### config.mk
export PLATFORM = sky130hd
export DESIGN_NAME = load_store_unit
export DESIGN_NICKNAME = d
export VERILOG_FILES = /design/src/rtl/load_store_unit.sv
export SDC_FILE = /design/constraint.sdc
export NUM_CORES = 1
export LEC_CHECK = 0
export ABC_AREA = 1
export CORE_MARGIN = 2
export CORE_UTILIZATION = 44
export DETAILED_ROUTE_END_ITERATION = 12
export HOLD_SLACK_MARGIN = 0.05
export PLACE_DENSITY = 0.83
export SETUP_SLACK_MARGIN = 0.4
export SLEW_MARGIN = 20
export SYNTH_ARGS = -nofsm -noshare
export SYNTH_HDL_FRONTEND = slang
export SYNTH_SLANG_ARGS = --single-unit
### constraint.sdc
create_clock -name clk -period 4.1 [get_ports clk]
set_clock_uncertainty 0.15 [all_clocks]
set_input_delay 0.41 -clock clk [delete_from_list [all_inputs] [get_ports clk]]
set_output_delay 0.41 -clock clk [all_outputs]
set_load 0.01 [all_outputs]
### src/rtl/load_store_unit.sv
// Load/store unit for a single-ported word memory: sub-word stores become read-modify-write,
// loads are lane-extracted and extended, misaligned or out-of-range requests error out with no strobes.

module lsu_byte_lane (
  input  logic       sel,
  input  logic [7:0] old_byte,
  input  logic [7:0] new_byte,
  output logic [7:0] merged
);
  assign merged = sel ? new_byte : old_byte;
endmodule

module load_store_unit #(
  parameter int MEM_WORDS = 256
) (
  input  logic        clk,
  input  logic        rst,
  input  logic        req_valid,
  output logic        req_ready,
  input  logic        req_write,
  input  logic [1:0]  req_size,
  input  logic        req_signed,
  input  logic [31:0] req_addr,
  input  logic [31:0] req_wdata,
  output logic        resp_valid,
  output logic [31:0] resp_rdata,
  output logic        resp_err,
  output logic [31:0] mem_address,
  output logic [31:0] mem_write_data,
  output logic        mem_write_enable,
  output logic        mem_read_enable,
  input  logic [31:0] mem_read_data
);
  localparam int          NUM_LANES   = 4;
  localparam logic [31:0] MEM_WORDS_U = 32'(MEM_WORDS);

  typedef enum logic [2:0] {IDLE, RD, CAP, WR, RESP} state_t;

  typedef struct packed {
    logic        write;
    logic [1:0]  size;
    logic        sgn;
    logic [31:0] addr;
    logic [31:0] wdata;
  } req_t;

  state_t      state, state_nxt;
  req_t        req_q;
  logic        err_q;
  logic [31:0] rdata_q;
  logic [31:0] word_q;
  logic        accept;
  logic        err_now;
  logic [31:0] load_ext;
  logic [31:0] shifted;
  logic [31:0] merged;
  logic [NUM_LANES-1:0] lane_sel;

  assign accept = req_valid && (state == IDLE);

  // Request check runs on the raw inputs but only feeds the state/err registers.
  always_comb begin
    err_now = 1'b0;
    case (req_size)
      2'b01:   err_now = req_addr[0];
      2'b10:   err_now = (req_addr[1:0] != 2'b00);
      2'b11:   err_now = 1'b1;
      default: err_now = 1'b0;
    endcase
    if ({2'b00, req_addr[31:2]} >= MEM_WORDS_U) err_now = 1'b1;
  end

  always_comb begin
    state_nxt = state;
    case (state)
      IDLE: begin
        if (req_valid) begin
          if (err_now)                            state_nxt = RESP;
          else if (req_write && req_size == 2'b10) state_nxt = WR;
          else                                    state_nxt = RD;
        end
      end
      RD:      state_nxt = CAP;
      CAP:     state_nxt = req_q.write ? WR : RESP;
      WR:      state_nxt = RESP;
      RESP:    state_nxt = IDLE;
      default: state_nxt = IDLE;
    endcase
  end

  // Load path: shift the addressed lane to bit 0, then extend.
  assign shifted = mem_read_data >> {req_q.addr[1:0], 3'b000};

  always_comb begin
    case (req_q.size)
      2'b00:   load_ext = {{24{req_q.sgn & shifted[7]}},  shifted[7:0]};
      2'b01:   load_ext = {{16{req_q.sgn & shifted[15]}}, shifted[15:0]};
      default: load_ext = mem_read_data;
    endcase
  end

  // Store path: each byte lane either keeps the old memory byte or takes the store byte.
  genvar i;
  generate
    for (i = 0; i < NUM_LANES; i++) begin : g_lane
      localparam logic [1:0] LANE = 2'(i);
      logic [7:0] new_byte;

      always_comb begin
        case (req_q.size)
          2'b00: begin
            lane_sel[i] = (req_q.addr[1:0] == LANE);
            new_byte    = req_q.wdata[7:0];
          end
          2'b01: begin
            lane_sel[i] = (req_q.addr[1] == LANE[1]);
            new_byte    = req_q.wdata[8*(i%2) +: 8];
          end
          default: begin
            lane_sel[i] = 1'b1;
            new_byte    = req_q.wdata[8*i +: 8];
          end
        endcase
      end

      lsu_byte_lane u_lane (
        .sel      (lane_sel[i]),
        .old_byte (mem_read_data[8*i +: 8]),
        .new_byte (new_byte),
        .merged   (merged[8*i +: 8])
      );
    end
  endgenerate

  always_ff @(posedge clk or posedge rst) begin
    if (rst) begin
      state   <= IDLE;
      req_q   <= '0;
      err_q   <= 1'b0;
      rdata_q <= '0;
      word_q  <= '0;
    end else begin
      state <= state_nxt;
      if (accept) begin
        req_q   <= '{write: req_write, size: req_size, sgn: req_signed,
                     addr: req_addr, wdata: req_wdata};
        err_q   <= err_now;
        rdata_q <= '0;
        word_q  <= req_wdata;
      end
      if (state == CAP) begin
        if (req_q.write) word_q  <= merged;
        else             rdata_q <= load_ext;
      end
    end
  end

  // All outputs decode registered state only.
  assign req_ready        = (state == IDLE);
  assign resp_valid       = (state == RESP);
  assign resp_err         = (state == RESP) && err_q;
  assign resp_rdata       = (state == RESP) ? rdata_q : '0;
  assign mem_read_enable  = (state == RD);
  assign mem_write_enable = (state == WR);
  assign mem_address      = (state == RD || state == CAP || state == WR) ?
                            {2'b00, req_q.addr[31:2]} : '0;
  assign mem_write_data   = (state == WR) ? word_q : '0;

endmodule

==> impl_results.html, run 1 <==
<table>
<tr><th>Metric</th><th>Value</th></tr>
<tr><th colspan="2">Global routing</th></tr>
<tr><td>Total GRT Usage</td><td>0.260</td></tr>
<tr><td>First-pass GRT wire length</td><td>36900 um</td></tr>
<tr><td>Residual overflow from global routing</td><td>0</td></tr>
<tr><td>Number of antenna violations at the first check in global routing</td><td>0</td></tr>
<tr><td>Via count of the first global-routing pass</td><td>7185</td></tr>
<tr><td>Largest net degree at the start of global routing</td><td>58</td></tr>
<tr><th colspan="2">Place</th></tr>
<tr><td>Cell Count Post-Placement</td><td>1446</td></tr>
<tr><td>Last weighted congestion value of the routability-driven placer</td><td>0.906</td></tr>
<tr><td>Number of buffers inserted by port buffering</td><td>201</td></tr>
<tr><td>Placed wire-length estimate after detailed placement</td><td>16700 um</td></tr>
<tr><th colspan="2">Timing</th></tr>
<tr><td>Minimum clock period after layout</td><td>3.44 ns</td></tr>
<tr><td>Max-Slew Margin vs Limit</td><td>0.330</td></tr>
<tr><td>Crit share post-route</td><td>0.840</td></tr>
<tr><td>Final setup violation count</td><td>0</td></tr>
<tr><td>Fmax</td><td>290 MHz</td></tr>
<tr><td>Final Hold Vio Count</td><td>0</td></tr>
<tr><td>Max-slew violation total from the final report</td><td>0</td></tr>
<tr><td>Setup repair after global routing missed its margin</td><td>false</td></tr>
<tr><td>Total negative setup slack</td><td>0 ns</td></tr>
<tr><td>Worst slew pin tran</td><td>1.00 ns</td></tr>
<tr><th colspan="2">Clock tree</th></tr>
<tr><td>Clock Pin Slew Worst Setup and Hold Paths</td><td>0.06 ns</td></tr>
<tr><td>Master cell of the clock root buffer</td><td>sky130_fd_sc_hd__clkbuf_16</td></tr>
<tr><td>Number of levels in the clock H-tree</td><td>4</td></tr>
<tr><td>Count of hold buffers inserted by post-cts repair</td><td>0</td></tr>
<tr><td>CTS tree</td><td>yes</td></tr>
<tr><td>Clock Latency Late Sink</td><td>0.42 ns</td></tr>
<tr><td>Max Root-Sink Buffers</td><td>2</td></tr>
<tr><td>Number of buffers created by CTS</td><td>17</td></tr>
<tr><td>Clock sinks</td><td>136</td></tr>
<tr><th colspan="2">Setup path</th></tr>
<tr><td>Type of the worst setup path</td><td>register to primary output</td></tr>
<tr><td>Worst EP required</td><td>3.54 ns</td></tr>
<tr><td>Endpoint kind of the worst setup timing path</td><td>primary output</td></tr>
<tr><td>Top fanout value on the critical path</td><td>32</td></tr>
<tr><td>Slowest stage cell, crit path</td><td>sky130_fd_sc_hd__clkinvlp_4</td></tr>
<tr><td>WP data arrival</td><td>2.88 ns</td></tr>
<tr><td>Ordered list of cells on the worst path</td><td>inv_1, nor3_1, clkinvlp_4, nor2_1, clkdlybuf4s50_1</td></tr>
<tr><td>Element type at the critical path start</td><td>register</td></tr>
<tr><td>Largest stage delay, worst path</td><td>0.67 ns</td></tr>
<tr><th colspan="2">Cells and area</th></tr>
<tr><td>Area growth from synthesis to layout</td><td>35.3%</td></tr>
<tr><td>Share of cells above drive strength 1</td><td>0.0477</td></tr>
<tr><td>Total of fill cells in the finished design</td><td>1483</td></tr>
<tr><td>Nets@finish</td><td>1349</td></tr>
<tr><td>Number of inserted diodes</td><td>0</td></tr>
<tr><td>Final cell count without fillers</td><td>1479</td></tr>
<tr><td>Final design utilization</td><td>0.610</td></tr>
<tr><td>Area used by sequential logic in the layout</td><td>0.00340 mm^2</td></tr>
<tr><td>Multi-input gate area</td><td>0.00324 mm^2</td></tr>
<tr><th colspan="2">Logic synthesis</th></tr>
<tr><td>Post-synthesis instance area</td><td>0.00750 mm^2</td></tr>
<tr><td>Instance count of the mapped netlist</td><td>1080</td></tr>
<tr><td>Top cell type's share of synthesized area</td><td>0.454</td></tr>
<tr><td>Average instance area after synthesis</td><td>6.95 um^2</td></tr>
<tr><td>Sequential element share of the synthesized area</td><td>0.454</td></tr>
<tr><td>Unique masters post-synth</td><td>28</td></tr>
<tr><td>Flop and latch count out of synthesis</td><td>136</td></tr>
<tr><td>Syn. warnings</td><td>0</td></tr>
<tr><td>Library cell occupying the most area in the post-synthesis netlist</td><td>sky130_fd_sc_hd__dfrtp_1</td></tr>
<tr><td>Area contributors post-synth</td><td>sky130_fd_sc_hd__dfrtp_1 45%, sky130_fd_sc_hd__nand2_1 16%, sky130_fd_sc_hd__o21ai_0 8.4%, sky130_fd_sc_hd__inv_1 6.9%, sky130_fd_sc_hd__nor2_1 6.9%</td></tr>
<tr><th colspan="2">Drt</th></tr>
<tr><td>Total wirelength of the detailed-routed design</td><td>23300 um</td></tr>
<tr><td>Wirelength per Cell</td><td>15.7 um</td></tr>
<tr><td>Number of DRC markers after the initial detailed-route iteration</td><td>678</td></tr>
<tr><td>Remaining antenna violation count after routing</td><td>0</td></tr>
<tr><td>1st-pass router iterations</td><td>5</td></tr>
<tr><td>Vias</td><td>7623</td></tr>
<tr><td>Number of remaining DRC errors</td><td>0</td></tr>
<tr><td>Vias per inst</td><td>5.15</td></tr>
<tr><th colspan="2">Power</th></tr>
<tr><td>Net switching power of the design</td><td>0.00233 W</td></tr>
<tr><td>Fraction of power spent switching nets</td><td>0.405</td></tr>
<tr><td>Leakage</td><td>4.82 nW</td></tr>
<tr><td>Internal power component</td><td>0.00343 W</td></tr>
<tr><td>Power Total</td><td>0.00577 W</td></tr>
<tr><td>Worst vdd rail ir drop</td><td>0.351 mV</td></tr>
<tr><td>Clock Power Share</td><td>0.254</td></tr>
<tr><td>Sequential share of power</td><td>0.360</td></tr>
<tr><td>Power per cell area</td><td>568 mW/mm^2</td></tr>
<tr><td>Logic pwr share</td><td>0.386</td></tr>
<tr><th colspan="2">Floorplan</th></tr>
<tr><td>Die height</td><td>135 um</td></tr>
<tr><td>Ports</td><td>204</td></tr>
<tr><td>Std-Cell Core Area</td><td>0.0166 mm^2</td></tr>
<tr><td>Horiz. Die Dim</td><td>135 um</td></tr>
<tr><td>Full die area</td><td>0.0181 mm^2</td></tr>
<tr><td>Cell row count</td><td>47</td></tr>
<tr><td>Initial Util</td><td>0.451</td></tr>
<tr><th colspan="2">Outcome</th></tr>
<tr><td>Result of the run</td><td>finished, final reports clean</td></tr>
<tr><th colspan="2">Worst hold path</th></tr>
<tr><td>Hold WC Path Type</td><td>input port to async pin</td></tr>
<tr><th colspan="2">Job</th></tr>
<tr><td>Max-cap viol count</td><td>0</td></tr>
</table>
## layout make-up
class,instances,share of cell area
tap,220,0.0271
clock inverter,8,0.00690
clock buffer,24,0.0484
sequential,136,0.335
multi-input combinational,735,0.319
timing repair buffer,211,0.209
inverter,145,0.0545
## state kept, by name (all words and copies together) (netlist names)
register         flops
err_q                1
state                3
req_q               60
rdata_q             32
word_q              32
g_lane.new_byte      8
## Yosys cell counts
cell	count
sky130_fd_sc_hd__nor2_2	1
sky130_fd_sc_hd__nor3_1	5
sky130_fd_sc_hd__a22oi_1	7
sky130_fd_sc_hd__o211ai_1	22
sky130_fd_sc_hd__o21ai_1	7
sky130_fd_sc_hd__nor3_2	1
sky130_fd_sc_hd__buf_4	7
sky130_fd_sc_hd__buf_2	29
sky130_fd_sc_hd__o31ai_1	1
sky130_fd_sc_hd__a21oi_1	46
sky130_fd_sc_hd__inv_1	137
sky130_fd_sc_hd__conb_1	1
sky130_fd_sc_hd__nand3_2	1
sky130_fd_sc_hd__clkbuf_1	22
sky130_fd_sc_hd__nand3_1	55
sky130_fd_sc_hd__buf_1	5
sky130_fd_sc_hd__nand2_1	315
sky130_fd_sc_hd__nor2_1	137
sky130_fd_sc_hd__dfrtp_1	136
sky130_fd_sc_hd__o21ai_0	126
sky130_fd_sc_hd__buf_6	2
sky130_fd_sc_hd__nor3b_1	1
sky130_fd_sc_hd__nand2_2	4
sky130_fd_sc_hd__inv_2	8
sky130_fd_sc_hd__nor2_4	1
sky130_fd_sc_hd__o21ai_4	1
sky130_fd_sc_hd__nand3_4	1
sky130_fd_sc_hd__a21oi_2	1
## path summary, 6_finish.rpt
| kind | slack (ns) | to | from | depth (start not counted) |
|---|---|---|---|---|
| worst max-delay path | 0.66 | mem_write_data[3] | state[1] | 5 |
| worst min-delay path | 0.27 | word_q[23] | rst | 2 |
| worst max register to register | 1.56 | word_q[15] | req_q[32] | 7 |
| worst min register to register | 0.33 | req_q[27] | req_q[27] | 2 |
| max in group asynchronous | 2.63 | rdata_q[22] | rst | 4 |
| min in group clk | 0.33 | req_q[27] | req_q[27] | 2 |
## power groups by stage
| stage | clock, W | combinational (W) | sequential (W) |
|---|---|---|---|
| 2_1_floorplan | 0 | 0.00170 | 0.00201 |
| 3_3_place_gp | 0 | 0.00214 | 0.00207 |
| 3_5_place_dp | 0 | 0.00218 | 0.00209 |
| 4_1_cts | 0.00148 | 0.00220 | 0.00207 |
| 5_1_grt | 0.00153 | 0.00254 | 0.00212 |
| 6_report | 0.00147 | 0.00223 | 0.00207 |
## placed cells by master, fill, tap and decap left out, types with 5 or more instances in the layout
cell / count
sky130_fd_sc_hd__inv_2: 7
sky130_fd_sc_hd__o21ai_0: 126
sky130_fd_sc_hd__nor3_1: 5
sky130_fd_sc_hd__nand2_1: 315
sky130_fd_sc_hd__o211ai_1: 22
sky130_fd_sc_hd__clkinv_2: 6
sky130_fd_sc_hd__clkbuf_16: 17
sky130_fd_sc_hd__clkdlybuf4s50_1: 201
sky130_fd_sc_hd__nor2_1: 137
sky130_fd_sc_hd__a22oi_1: 7
sky130_fd_sc_hd__dfrtp_1: 136
sky130_fd_sc_hd__inv_1: 135
sky130_fd_sc_hd__a21oi_1: 46
sky130_fd_sc_hd__nand3_1: 55
sky130_fd_sc_hd__o21ai_1: 7
sky130_fd_sc_hd__buf_4: 8
## critical path, delay by kind of cell (launching register included)
kind,cells,cell delay (ns)
flops,1,0.36
simple gates,2,0.77
buf+inv,3,1.32
## cells by family (layout without fill, tap and decap cells)
group           count (synthesis)  in the layout  synth area share
other cells                     1              2          0.000500
compound gates                211            211             0.153
buf+inv                       210            388             0.115
flops                         136            136             0.454
simple gates                  522            522             0.278
## per-layer routing
metal  vias to the layer above  global-route usage  share of wire
li1                       3701                   -              -
met1                      3524               0.342           0.43
met2                       350               0.408           0.45
met3                        48              0.0743          0.089
met4                         0               0.105          0.031
met5                         -                   0              0
## per-stage QoR
step / cell area [um^2] / hold slack (ns) / setup WS (ns)
final: 10200 / 0.272 / 0.655
after global routing: 10200 / 0.320 / 0.401
after CTS: 10100 / 0.333 / 0.900
after detailed placement: 9560 / 0.317 / 1.37
after global placement: 9560 / 0.313 / 1.53
after floorplan: 7510 / 0.299 / 1.85
## what timing repair did
item / 4_1_cts / 5_1_grt
resized for setup: 0 / 1
endpoints found under the setup margin: 0 / 32
buffers inserted: 0 / 0
hold endpoints to repair: 0 / 0
Power figures use the tool's default switching activity.
==> run 2, diff against run 1 <==
Settings changed: CORE_UTILIZATION 44 to 49, PLACE_DENSITY 0.83 to 0.87.
Clock period 4.1 ns to 3.2 ns, I/O delays scaled along.
==> run 2 against run 1 <==
Effect of this change:
- clock-buffer cell count grew 1
- non-clock buffer count up 11
- clock power increased by 29%
- routed wire length grew 2.0%
- worst hold slack worse by 0.029 ns
- sequential power up 30%
- total power grew 31%
- die area shrank 9.9%
- worst setup slack worse by 0.19 ns
- register-to-register slack got worse by 0.76 ns
- largest power group unchanged
==> impl_results.html, run 2 (synthesized netlist as in run 1, its figures left out) <==
<table>
<tr><th>Metric</th><th>Value</th></tr>
<tr><th colspan="2">Global routing</th></tr>
<tr><td>Layer with the highest usage</td><td>met2 (unchanged)</td></tr>
<tr><td>Global routing usage on met1</td><td>0.372 (was 0.342)</td></tr>
<tr><td>Total GRT Usage</td><td>0.295 (was 0.260)</td></tr>
<tr><td>Global routing usage on met2</td><td>0.471 (was 0.408)</td></tr>
<tr><td>Number of antenna violations at the first check in global routing</td><td>0 (unchanged)</td></tr>
<tr><td>Residual overflow from global routing</td><td>0 (unchanged)</td></tr>
<tr><td>Fraction of met3 tracks used by global routing</td><td>0.0818 (was 0.0743)</td></tr>
<tr><td>First-pass GRT wire length</td><td>37400 um (was 36900 um)</td></tr>
<tr><td>Via count of the first global-routing pass</td><td>7301 (was 7185)</td></tr>
<tr><td>Largest net degree at the start of global routing</td><td>58 (unchanged)</td></tr>
<tr><th colspan="2">Drt</th></tr>
<tr><td>Wirelength per Cell</td><td>16.3 um (was 15.7 um)</td></tr>
<tr><td>Number of DRC markers after the initial detailed-route iteration</td><td>653 (was 678)</td></tr>
<tr><td>1st-pass router iterations</td><td>6 (was 5)</td></tr>
<tr><td>Remaining antenna violation count after routing</td><td>0 (unchanged)</td></tr>
<tr><td>Number of remaining DRC errors</td><td>0 (unchanged)</td></tr>
<tr><td>Vias</td><td>7765 (was 7623)</td></tr>
<tr><td>Total wirelength of the detailed-routed design</td><td>23700 um (was 23300 um)</td></tr>
<tr><td>Vias per inst</td><td>5.32 (was 5.15)</td></tr>
<tr><th colspan="2">Cells and area</th></tr>
<tr><td>Multi-input gate area</td><td>0.00327 mm^2 (was 0.00324 mm^2)</td></tr>
<tr><td>Area used by sequential logic in the layout</td><td>0.00340 mm^2 (about the same)</td></tr>
<tr><td>Area growth from synthesis to layout</td><td>37.3% (was 35.3%)</td></tr>
<tr><td>Nets@finish</td><td>1362 (was 1349)</td></tr>
<tr><td>Commonest cells after routing, fill and taps aside</td><td>314 x sky130_fd_sc_hd__nand2_1, 190 x sky130_fd_sc_hd__clkdlybuf4s50_1, 135 x sky130_fd_sc_hd__dfrtp_1 (was 315 x sky130_fd_sc_hd__nand2_1, 201 x sky130_fd_sc_hd__clkdlybuf4s50_1, 137 x sky130_fd_sc_hd__nor2_1)</td></tr>
<tr><td>Number of inserted diodes</td><td>0 (unchanged)</td></tr>
<tr><td>Register with the most flip-flops</td><td>req_q (unchanged)</td></tr>
<tr><td>Most common cell after layout, fill and taps aside</td><td>sky130_fd_sc_hd__nand2_1 (unchanged)</td></tr>
<tr><td>Number of flip-flops under the largest register name</td><td>60 (unchanged)</td></tr>
<tr><td>Total of fill cells in the finished design</td><td>1230 (was 1483)</td></tr>
<tr><td>Largest registers ranked by flip-flop count</td><td>req_q (60), rdata_q (32), word_q (32) (unchanged)</td></tr>
<tr><td>Final design utilization</td><td>0.683 (was 0.610)</td></tr>
<tr><td>Share of cells above drive strength 1</td><td>0.0629 (was 0.0477)</td></tr>
<tr><th colspan="2">Timing</th></tr>
<tr><td>Crit share post-route</td><td>0.855</td></tr>
<tr><td>Final-layout worst hold slack</td><td>0.243 ns (was 0.272 ns)</td></tr>
<tr><td>Max-Slew Margin vs Limit</td><td>0.425 (was 0.330)</td></tr>
<tr><td>Max-slew violation total from the final report</td><td>0 (unchanged)</td></tr>
<tr><td>Total negative setup slack</td><td>0 ns (unchanged)</td></tr>
<tr><td>Setup repair after global routing missed its margin</td><td>true (was false)</td></tr>
<tr><td>Fmax</td><td>365 MHz</td></tr>
<tr><td>Minimum clock period after layout</td><td>2.74 ns</td></tr>
<tr><td>Worst slew pin tran</td><td>0.861 ns (was 1.00 ns)</td></tr>
<tr><td>Final setup violation count</td><td>0 (unchanged)</td></tr>
<tr><td>Final Hold Vio Count</td><td>0 (unchanged)</td></tr>
<tr><th colspan="2">Floorplan</th></tr>
<tr><td>Initial Util</td><td>0.497 (was 0.451)</td></tr>
<tr><td>Full die area</td><td>0.0163 mm^2 (was 0.0181 mm^2)</td></tr>
<tr><td>Std-Cell Core Area</td><td>0.0151 mm^2 (was 0.0166 mm^2)</td></tr>
<tr><td>Ports</td><td>204 (unchanged)</td></tr>
<tr><td>Horiz. Die Dim</td><td>128 um (was 135 um)</td></tr>
<tr><td>Cell row count</td><td>45 (was 47)</td></tr>
<tr><td>Die height</td><td>128 um (was 135 um)</td></tr>
<tr><th colspan="2">Worst hold path</th></tr>
<tr><td>Hold WC Path Type</td><td>input port to async pin (unchanged)</td></tr>
<tr><th colspan="2">Clock tree</th></tr>
<tr><td>Clock Latency Late Sink</td><td>0.42 ns (about the same)</td></tr>
<tr><td>Number of levels in the clock H-tree</td><td>4 (unchanged)</td></tr>
<tr><td>Count of hold buffers inserted by post-cts repair</td><td>0 (unchanged)</td></tr>
<tr><td>Clock sinks</td><td>136 (unchanged)</td></tr>
<tr><td>Number of buffers created by CTS</td><td>17 (unchanged)</td></tr>
<tr><td>Master cell of the clock root buffer</td><td>sky130_fd_sc_hd__clkbuf_16 (unchanged)</td></tr>
<tr><td>Clock Pin Slew Worst Setup and Hold Paths</td><td>0.06 ns (about the same)</td></tr>
<tr><td>CTS tree</td><td>yes (unchanged)</td></tr>
<tr><td>Max Root-Sink Buffers</td><td>2 (unchanged)</td></tr>
<tr><th colspan="2">Setup path</th></tr>
<tr><td>Top fanout value on the critical path</td><td>16 (was 32)</td></tr>
<tr><td>Endpoint kind of the worst setup timing path</td><td>primary output (unchanged)</td></tr>
<tr><td>Type of the worst setup path</td><td>register to primary output (unchanged)</td></tr>
<tr><td>Element type at the critical path start</td><td>register (unchanged)</td></tr>
<tr><td>WP data arrival</td><td>2.27 ns (was 2.88 ns)</td></tr>
<tr><td>Worst EP required</td><td>2.73 ns (was 3.54 ns)</td></tr>
<tr><th colspan="2">Job</th></tr>
<tr><td>Max-cap viol count</td><td>0 (unchanged)</td></tr>
<tr><th colspan="2">Power</th></tr>
<tr><td>Power per cell area</td><td>733 mW/mm^2 (was 568 mW/mm^2)</td></tr>
<tr><td>Worst vdd rail ir drop</td><td>0.405 mV (was 0.351 mV)</td></tr>
<tr><td>Leakage</td><td>5.11 nW (was 4.82 nW)</td></tr>
<tr><th colspan="2">Place</th></tr>
<tr><td>Number of buffers inserted by port buffering</td><td>201 (unchanged)</td></tr>
<tr><td>Last weighted congestion value of the routability-driven placer</td><td>0.919 (was 0.906)</td></tr>
<tr><td>Placed wire-length estimate after detailed placement</td><td>16400 um (was 16700 um)</td></tr>
<tr><th colspan="2">Outcome</th></tr>
<tr><td>Result of the run</td><td>finished, final reports clean (unchanged)</td></tr>
</table>
==> run 2: cell types whose count changed in the layout (fill, tap and decap cells not counted), moves of 2 or more <==
cell | before | now
sky130_fd_sc_hd__buf_12 | 1 | 4
sky130_fd_sc_hd__buf_4 | 8 | 17
sky130_fd_sc_hd__clkdlybuf4s50_1 | 201 | 190
sky130_fd_sc_hd__clkinv_2 | 6 | 3
sky130_fd_sc_hd__clkinv_4 | 0 | 2
sky130_fd_sc_hd__clkinvlp_4 | 4 | 6
sky130_fd_sc_hd__dlymetal6s2s_1 | 0 | 11
sky130_fd_sc_hd__nor2_1 | 137 | 133
sky130_fd_sc_hd__nor2_2 | 1 | 4
==> run 2: area by class of cell <==
class                           instances  area share
Sequential cell                       136       0.331
Multi-Input combinational cell        735       0.318
Timing Repair Buffer                  222       0.218
Inverter                              145      0.0541
Clock buffer                           25      0.0491
Tap cell                              188      0.0228
Clock inverter                          6     0.00632
Timing Repair inverter                  2     0.00146
==> run 2: path summary, 6_finish.rpt <==
check | start | end | slack [ns] | cells past startpoint
min in group clk | req_wdata[22] | req_q[22] | 0.31 | 3
hold reg to reg | req_q[17] | req_q[17] | 0.33 | 2
setup reg to reg | req_q[66] | word_q[27] | 0.80 | 6
setup / recovery | state[0] | mem_write_data[9] | 0.46 | 7
hold / removal | rst | req_q[38] | 0.24 | 2
max in group asynchronous | rst | req_q[20] | 1.85 | 3
==> run 2: power by group <==
part	internal [W]	switching (W)	leakage, nW	total [W]
combinational	0.000961	0.00200	3.10	0.00296
clock	0.00117	0.000729	0.279	0.00190
sequential	0.00236	0.000332	1.73	0.00270
total	0.00449	0.00306	5.11	0.00755
==> run 2: what timing repair did <==
item | 4_1_cts | 5_1_grt
endpoints found under the setup margin | 77 | 39
pin swaps | 2 | 1
gates cloned | 2 | 0
buffers inserted | 9 | 0
gates resized for setup | 9 | 16
==> run 2: critical path, cell delays in order (launching register included) <==
cell and delay [ns]:
sky130_fd_sc_hd__dfrtp_1 0.41, sky130_fd_sc_hd__inv_1 0.11, sky130_fd_sc_hd__nor3_4 0.21, sky130_fd_sc_hd__buf_4 0.16
sky130_fd_sc_hd__clkinvlp_4 0.06, sky130_fd_sc_hd__buf_4 0.20, sky130_fd_sc_hd__nor2_1 0.13, sky130_fd_sc_hd__clkdlybuf4s50_1 0.55
==> run 2: metal layers <==
layer / vias to the layer above / wire (um)
met5: - / 0
met4: 0 / 951
met3: 58 / 2550
met2: 462 / 10900
met1: 3521 / 9330
li1: 3724 / -
==> run 2: stage by stage <==
stage	setup WS [ns]	instance area, um^2	total power [W]	cells
6_report	0.463	10300	0.00755	1459
5_1_grt	0.381	10300	0.00807	1459
4_1_cts	0.443	10300	0.00749	1459
3_5_place_dp	0.647	9570	0.00549	1417
3_3_place_gp	0.763	9570	0.00540	1417
2_1_floorplan	1.04	7510	0.00476	1081
